[src/rtl/sel_strobe_pkg.sv]
// Shared types and constants for the select/strobe initiator.
package sel_strobe_pkg;

  localparam int unsigned SEL_IDX_W = 3;
  localparam int unsigned SEL_W     = 7;
  localparam int unsigned MODE_W    = 2;
  localparam int unsigned CODE_W    = 2;

  typedef enum logic [1:0] {
    IDLE   = 2'd0,
    SETUP  = 2'd1,
    STROBE = 2'd2,
    RESP   = 2'd3
  } state_e;

  localparam logic [CODE_W-1:0] RSP_HI   = 2'b00;
  localparam logic [CODE_W-1:0] RSP_LO   = 2'b01;
  localparam logic [CODE_W-1:0] RSP_BOTH = 2'b10;
  localparam logic [CODE_W-1:0] RSP_TMO  = 2'b11;

endpackage

[src/rtl/sel_strobe_initiator.sv]
// Drives a one-hot select and mode, strobes en_o until the responder acks or
// the timeout expires, then holds the result until the consumer takes it.
module sel_strobe_initiator
  import sel_strobe_pkg::*;
#(
  parameter int unsigned TIMEOUT = 15,
  parameter int unsigned CNT_W   = 8
) (
  input  logic                 clk,
  input  logic                 rst,
  input  logic                 cmd_valid,
  output logic                 cmd_ready,
  input  logic [SEL_IDX_W-1:0] cmd_sel,
  input  logic [MODE_W-1:0]    cmd_mode,
  output logic [SEL_W-1:0]     sel_o,
  output logic [MODE_W-1:0]    mode_o,
  output logic                 en_o,
  input  logic                 ack_hi,
  input  logic                 ack_lo,
  output logic                 rsp_valid,
  output logic [CODE_W-1:0]    rsp_code,
  input  logic                 rsp_ready,
  output logic                 busy
);

  localparam logic [CNT_W-1:0] CNT_LAST = CNT_W'(TIMEOUT - 1);
  localparam logic [CNT_W-1:0] CNT_MAX  = '1;

  state_e              state, state_nx;
  logic [CNT_W-1:0]    cnt, cnt_nx;
  logic [SEL_W-1:0]    sel_dec, sel_nx;
  logic [MODE_W-1:0]   mode_nx;
  logic                en_nx, rsp_valid_nx, cmd_ready_nx, busy_nx;
  logic [CODE_W-1:0]   rsp_code_nx;
  logic                any_ack;

  assign any_ack = ack_hi | ack_lo;

  // State register
  always_ff @(posedge clk) begin
    if (rst) state <= IDLE;
    else     state <= state_nx;
  end

  // Next-state logic
  always_comb begin
    state_nx = state;
    case (state)
      IDLE:    if (cmd_valid && cmd_ready) state_nx = SETUP;
      SETUP:   state_nx = STROBE;
      STROBE:  if (any_ack || cnt == CNT_LAST) state_nx = RESP;
      RESP:    if (rsp_valid && rsp_ready) state_nx = IDLE;
      default: state_nx = IDLE;
    endcase
  end

  // 3-to-7 select decode; code 0 selects nothing
  always_comb begin
    sel_dec = '0;
    if (cmd_sel != '0) sel_dec = SEL_W'(1) << (cmd_sel - SEL_IDX_W'(1));
  end

  // Next values for the registered outputs and the timeout counter
  always_comb begin
    sel_nx       = sel_o;
    mode_nx      = mode_o;
    en_nx        = en_o;
    rsp_valid_nx = rsp_valid;
    rsp_code_nx  = rsp_code;
    cnt_nx       = cnt;
    case (state)
      IDLE: begin
        if (cmd_valid && cmd_ready) begin
          sel_nx  = sel_dec;
          mode_nx = cmd_mode;
        end
      end
      SETUP: begin
        en_nx  = 1'b1;
        cnt_nx = '0;
      end
      STROBE: begin
        cnt_nx = (cnt == CNT_MAX) ? cnt : cnt + CNT_W'(1);
        if (any_ack || cnt == CNT_LAST) begin
          // An ack in the final cycle takes priority over the timeout
          if (ack_hi && ack_lo) rsp_code_nx = RSP_BOTH;
          else if (ack_hi)      rsp_code_nx = RSP_HI;
          else if (ack_lo)      rsp_code_nx = RSP_LO;
          else                  rsp_code_nx = RSP_TMO;
          rsp_valid_nx = 1'b1;
          en_nx        = 1'b0;
          sel_nx       = '0;
          mode_nx      = '0;
        end
      end
      RESP: begin
        if (rsp_valid && rsp_ready) rsp_valid_nx = 1'b0;
      end
      default: begin
        en_nx        = 1'b0;
        rsp_valid_nx = 1'b0;
      end
    endcase
    cmd_ready_nx = (state_nx == IDLE);
    busy_nx      = (state_nx != IDLE);
  end

  // Output and counter registers
  always_ff @(posedge clk) begin
    if (rst) begin
      cnt       <= '0;
      sel_o     <= '0;
      mode_o    <= '0;
      en_o      <= 1'b0;
      rsp_valid <= 1'b0;
      rsp_code  <= RSP_HI;
      cmd_ready <= 1'b1;
      busy      <= 1'b0;
    end else begin
      cnt       <= cnt_nx;
      sel_o     <= sel_nx;
      mode_o    <= mode_nx;
      en_o      <= en_nx;
      rsp_valid <= rsp_valid_nx;
      rsp_code  <= rsp_code_nx;
      cmd_ready <= cmd_ready_nx;
      busy      <= busy_nx;
    end
  end

endmodule

[config.mk]
export PLATFORM = sky130hd
export DESIGN_NAME = sel_strobe_initiator
export DESIGN_NICKNAME = d
export VERILOG_FILES = /design/src/rtl/sel_strobe_pkg.sv /design/src/rtl/sel_strobe_initiator.sv
export SDC_FILE = /design/constraint.sdc
export NUM_CORES = 1
export LEC_CHECK = 0
export BUFFER_PORTS_ARGS = -buffer_cell sky130_fd_sc_hd__buf_2
export CORE_UTILIZATION = 25
export CTS_BUF_LIST = sky130_fd_sc_hd__clkbuf_4 sky130_fd_sc_hd__clkbuf_8
export CTS_CLUSTER_DIAMETER = 200
export DETAILED_ROUTE_END_ITERATION = 7
export HOLD_SLACK_MARGIN = 0.06
export PLACE_DENSITY = 0.55
export SYNTH_ARGS = -nofsm -noshare
export SYNTH_HDL_FRONTEND = slang
export SYNTH_SLANG_ARGS = --single-unit
[constraint.sdc]
create_clock -name clk -period 1.7 [get_ports clk]
set_input_delay 0.085 -clock clk [delete_from_list [all_inputs] [get_ports clk]]
set_output_delay 0.085 -clock clk [all_outputs]
set_load 0.01 [all_outputs]
==> results.cfg, run 1 <==
[logic_synthesis]
netlist_area_um2 = 1230
synth_mux_area_frac = 0
synth_top_family_by_area = simple AND/OR/NAND/NOR gates
async_flop_share = 0
synth-simple-area-share = 0.265
syn_avg_cell_area_um2 = 8.64
synth_ff_type = dfxtp_1
syn-num-nets = 159
ys_ff_latch = 25
yosysSeqAreaShare = 0.405
synth_compound_area_frac = 0.210
synthAdderAreaFrac = 0.0507
synth-edff-count = 0
syn_inst = 143
synth.distinct_cells = 42
synth_xor_xnor_area_share = 0.00709
ys_warn_count = 0

[clock_network]
worstSkewPairLatency_ns = 0.28
cts_tree = yes
cts_setup_buffers = 0
clk_pin_slew_ns = 0.10
numCtsBuffers = 3
cts-root-buf = clkbuf_8
clockBufferDepth = 2
cts.sink_count = 25
cts_max_level = 1

[floorplanning]
die_area_um2 = 5230
io_pins = 26
die_w_um = 72.3
die_y_um = 72.3
core_um2 = 4720
start_util = 0.261
rows = 25

[global_routing]
grt-ovfl-total = 0
antenna_found_initial = 0
grt_pass1_vias = 1105
grt_max_degree = 20
track_usage = 0.121
grt_pass1_wl_mm = 5.01

[critical_path]
slowest_stage = or4_1
arrival_ns = 1.74
worst-path-stages = 4
critPathMaxFanout = 8
cp_num_buf_inv = 0
critPathTopFamily = simple AND/OR/NAND/NOR gates
crit_chain = and2b_1, o21ai_1, or4_1, o211ai_1
r2r_cells = 4
r2r-start = state[1]
slowest_delay_ns = 0.50
end_kind = flip-flop
worstPathRequired_ns = 1.89
crit_type = flip-flop to flip-flop
cp-start-kind = flip-flop
crit_start = state[1]

[power_and_ir_drop]
vdd_drop_max_v = 0.000377
switching_share = 0.305
clock_power_share = 0.286
design_power_total_mw = 1.32
p_comb_frac = 0.212
p_int_mw = 0.917
p_seq_frac = 0.501
p_leak_nw = 0.598
p_per_area_nw_per_um2 = 856
p_sw_mw = 0.402

[finish]
nNetsFinal = 192
layout-drive-gt1-share = 0.246
area_delta_synth_final_pct = 24.7
post-route-util = 0.326
layout_common_cells = dfxtp_1, buf_2, a21oi_1
diodes = 0

[sta]
hold_viol = 0
timing.final.crit_share = 0.909
setup_viol_count_final = 0
slew_violations = 0
skew_ns = 0.0153
min_period_ns = 1.55
timing.hold.ws_ns = 0.0870
fmax_mhz = 647
rsz0062_at_grt = no
tns_ns = 0
max_slew_margin = 0.753
tightest_slew_ns = 0.368

[detailed_routing]
vias = 1176
firstDrtPassIters = 4
routedWlPerCell_um = 12.3
drc = 0
ant_nets = 0
drtIter0Drc = 95
wirelength_mm = 2.97
viasPerCell = 4.86

[min_path]
hp-start = cmd_mode[0]
hold_depth = 3
min_path_type = input pin to flip-flop

[placement]
gp_congestion = 0.800
io_buffers = 25
dp_hpwl_mm = 2.25

[status]
status = completed

[job]
maxCapViolations = 0
timing repair:
item	CTS	global route
gates resized for setup	0	0
endpoints found under the setup margin	0	0
hold endpoints to repair	1	0
hold buffers	1	0
metal layers:
metal  track usage  part of all wire  vias up
met5             0                 0        -
met4        0.0392             0.010        0
met3        0.0167             0.021        2
met2         0.185              0.44       22
met1         0.174              0.53      549
li1              -                 -      603
cell type report:
| class | instances | area, um2 |
|---|---|---|
| Clock buffer | 3 | 41.3 |
| Clock inverter | 1 | 8.76 |
| Fill cell | 502 | 3180 |
| Timing Repair Buffer | 38 | 225 |
| Sequential cell | 25 | 500 |
| Multi-Input combinational cell | 102 | 658 |
| Tap cell | 67 | 83.8 |
| Inverter | 6 | 22.5 |
registers in the layout (all words and copies together) (netlist names):
| register | cells |
|---|---|
| rsp_valid | 1 |
| sel_o | 7 |
| en_o | 1 |
| cmd_ready | 1 |
| mode_o | 2 |
| busy | 1 |
| state | 2 |
| cnt | 8 |
| rsp_code | 2 |
worst min-delay path: cells and delay by family:
kind,cells,cell delay [ns]
buffers and inverters,1,0.10
and+or+nand+nor,2,0.14
worst paths after layout:
path | endpoint | slack, ns
worst max-delay path | cnt[5] | 0.15
worst min-delay path | mode_o[0] | 0.09
worst max register to register | cnt[5] | 0.15
worst min register to register | en_o | 0.49
power by group through the flow:
stage | combinational [mW] | clock [mW] | sequential (mW)
global route | 0.310 | 0.419 | 0.667
CTS | 0.281 | 0.398 | 0.662
global placement | 0.279 | 0 | 0.675
finish | 0.280 | 0.378 | 0.661
detailed placement | 0.278 | 0 | 0.675
floorplan | 0.164 | 0 | 0.678
cells in the mapped netlist, types with 2 or more instances:
| cell type | count | share of area |
|---|---|---|
| o21ai_0 | 5 | 0.020 |
| or4_1 | 2 | 0.012 |
| o31ai_1 | 2 | 0.012 |
| a31oi_1 | 4 | 0.020 |
| nand2b_1 | 4 | 0.020 |
| nor2b_1 | 2 | 0.010 |
| nor3_1 | 2 | 0.0081 |
| dfxtp_1 | 25 | 0.41 |
| inv_1 | 6 | 0.018 |
| or3_1 | 2 | 0.010 |
| nor2_1 | 12 | 0.036 |
| nand4b_1 | 4 | 0.028 |
| nor4_1 | 4 | 0.020 |
| clkbuf_1 | 4 | 0.012 |
| buf_2 | 3 | 0.012 |
| a21oi_1 | 13 | 0.053 |
| ha_1 | 5 | 0.051 |
| nand4_1 | 6 | 0.030 |
| nand2_1 | 4 | 0.012 |
| a211oi_1 | 2 | 0.012 |
| o211ai_1 | 8 | 0.049 |
| nand3_1 | 4 | 0.016 |
through the flow:
stage,instance area (um2),worst slack (ns),std cells
2_1_floorplan,1230,0.175,143
3_3_place_gp,1480,0.173,237
3_5_place_dp,1480,0.180,237
4_1_cts,1540,0.142,242
5_1_grt,1540,0.0320,242
6_report,1540,0.155,242
cell families after synthesis:
| kind of cell | after synthesis |
|---|---|
| fa+ha+maj | 5 |
| xor+xnor | 1 |
| simple gates | 55 |
| buf+inv | 16 |
| flops | 25 |
| compound gates | 41 |
(Power assumes the default switching activity.)
==> inputs of run 2 (changes only) <==
--- a/config.mk
+++ b/config.mk
@@ -5,13 +5,14 @@
 export SDC_FILE = /design/constraint.sdc
 export NUM_CORES = 1
 export LEC_CHECK = 0
-export BUFFER_PORTS_ARGS = -buffer_cell sky130_fd_sc_hd__buf_2
-export CORE_UTILIZATION = 25
+export ABC_CLOCK_PERIOD_IN_PS = 1700
+export BUFFER_PORTS_ARGS = -buffer_cell sky130_fd_sc_hd__clkbuf_2
+export CORE_UTILIZATION = 50
 export CTS_BUF_LIST = sky130_fd_sc_hd__clkbuf_4 sky130_fd_sc_hd__clkbuf_8
 export CTS_CLUSTER_DIAMETER = 200
 export DETAILED_ROUTE_END_ITERATION = 7
 export HOLD_SLACK_MARGIN = 0.06
-export PLACE_DENSITY = 0.55
+export PLACE_DENSITY = 0.86
 export SYNTH_ARGS = -nofsm -noshare
 export SYNTH_HDL_FRONTEND = slang
 export SYNTH_SLANG_ARGS = --single-unit
==> results.cfg, run 2 (synthesis gave the netlist of run 1 again) <==
[critical_path]
end_kind = flip-flop
arrival_ns = 1.92
rrSetupSlack_ns = 0.06
crit_path_end = cnt[7]
r2r-start = state[0]
critPathMaxFanout = 12
crit_type = flip-flop to flip-flop
worstReg2RegEnd = cnt[7]
crit_start = state[0]
worstPathRequired_ns = 1.98
r2r_cells = 4
cp-start-kind = flip-flop

[power_and_ir_drop]
switching_share = 0.318
clock_power_share = 0.229
p_comb_frac = 0.227
p_int_mw = 0.835
vdd_drop_max_v = 0.000762
p_sw_mw = 0.390
p_per_area_nw_per_um2 = 821
design_power_total_mw = 1.22
p_seq_frac = 0.544
p_leak_nw = 0.579

[clock_network]
cts_tree = yes
cts-root-buf = clkbuf_4
worstSkewPairLatency_ns = 0.33
cts.sink_count = 25
cts_resized = 0
cts_max_level = 1
clk_pin_slew_ns = 0.15
clockBufferDepth = 2
numCtsBuffers = 3

[job]
maxCapViolations = 0

[global_routing]
grt_max_degree = 19
grt-ovfl-total = 0
grt_pass1_vias = 1090
antenna_found_initial = 0
grt_pass1_wl_mm = 4.75
track_usage = 0.245

[status]
status = completed

[finish]
area_delta_synth_final_pct = 20.8
top_regs = cnt (8), sel_o (7)
diodes = 0
nNetsFinal = 193
layout_common_cells = dfxtp_1, clkbuf_2, a21oi_1
layout-drive-gt1-share = 0.222
largest_reg_flops = 8
largest_register = cnt
fin_cells = 204

[detailed_routing]
viasPerCell = 6.02
routedWlPerCell_um = 14.3
drtIter0Drc = 77
firstDrtPassIters = 4
drc = 0
wirelength_mm = 2.92
vias = 1229
ant_nets = 0

[sta]
max_slew_margin = 0.756
fmax_mhz = 609
timing.final.crit_share = 0.965
tns_ns = 0
hold_viol = 0
min_period_ns = 1.64
tightest_slew_ns = 0.365
setup_viol_count_final = 0
slew_violations = 0
rsz0062_at_grt = no
skew_ns = 0.0150

[floorplanning]
core_um2 = 2280
die_area_um2 = 2670
die_w_um = 51.7
io_pins = 26
start_util = 0.543
die_y_um = 51.7
rows = 17

[placement]
io_buffers = 25
dp_hpwl_mm = 2.01
place_inst = 194
gp_congestion = 0.923

[min_path]
min_path_type = input pin to flip-flop
run 2: changes by cell type in the layout (fill, tap and decap cells not counted), sizes merged:
cell / delta
dlygate4sd3: +5
inv: -1
buf: -29
clkinvlp: +1
clkbuf: +25
run 2: per-layer routing:
metal  routed length, um  GRT usage  vias to the layer above
met1                1280      0.293                      570
met2                1380      0.413                       46
met4                 106      0.135                        0
met3                 153     0.0409                       12
met5                   0          0                        -
li1                    -          -                      601
run 2: worst max-delay path, cell delays in order (launching register included):
cell and delay [ns]:
dfxtp_1 0.57, and2b_2 0.25, o211ai_1 0.11, or4_1 0.51
a21boi_1 0.15
run 2: power by group through the flow:
stage               registers (mW)  clock network [mW]  logic, mW
finish                       0.666               0.280      0.278
global route                 0.670               0.305      0.308
CTS                          0.664               0.289      0.272
detailed placement           0.678                   0      0.260
global placement             0.674                   0      0.254
floorplan                    0.678                   0      0.164
run 2: worst min path at each step:
stage | slack [ns] | to | cells past startpoint | start
6_report | 0.08 | rsp_code[0] | 3 | ack_lo
3_5_place_dp | 0.33 | rsp_code[0] | 2 | ack_hi
4_1_cts | 0.08 | rsp_code[0] | 3 | ack_lo
5_1_grt | 0.08 | rsp_code[0] | 3 | ack_lo
2_1_floorplan | 0.19 | rsp_code[0] | 1 | ack_hi
3_3_place_gp | 0.32 | rsp_code[0] | 2 | ack_hi
run 2: repair_timing:
action / 4_1_cts / 5_1_grt
setup buffers: 0 / 0
hold buffers: 6 / 0
endpoints found under the setup margin: 0 / 0
endpoints found under the hold margin: 10 / 0
run 2: final cells by class:
cell class                 instances  area, um2
multi-input combinational        102        658
clock inverter                     1       7.51
sequential                        25        500
clock buffer                       3       22.5
tap                               28       35.0
timing repair buffer              39        245
fill                             169        785
inverter                           6       22.5
run 2: stage by stage:
stage	setup WS, ns	util	hold WS, ns	cell area [um2]
3_5_place_dp	0.154	0.616	0.331	1400
4_1_cts	0.106	0.655	0.0798	1490
5_1_grt	0.00429	0.655	0.0820	1490
3_3_place_gp	0.174	0.616	0.322	1400
2_1_floorplan	0.175	-	0.188	1230
6_report	0.0588	0.655	0.0845	1490
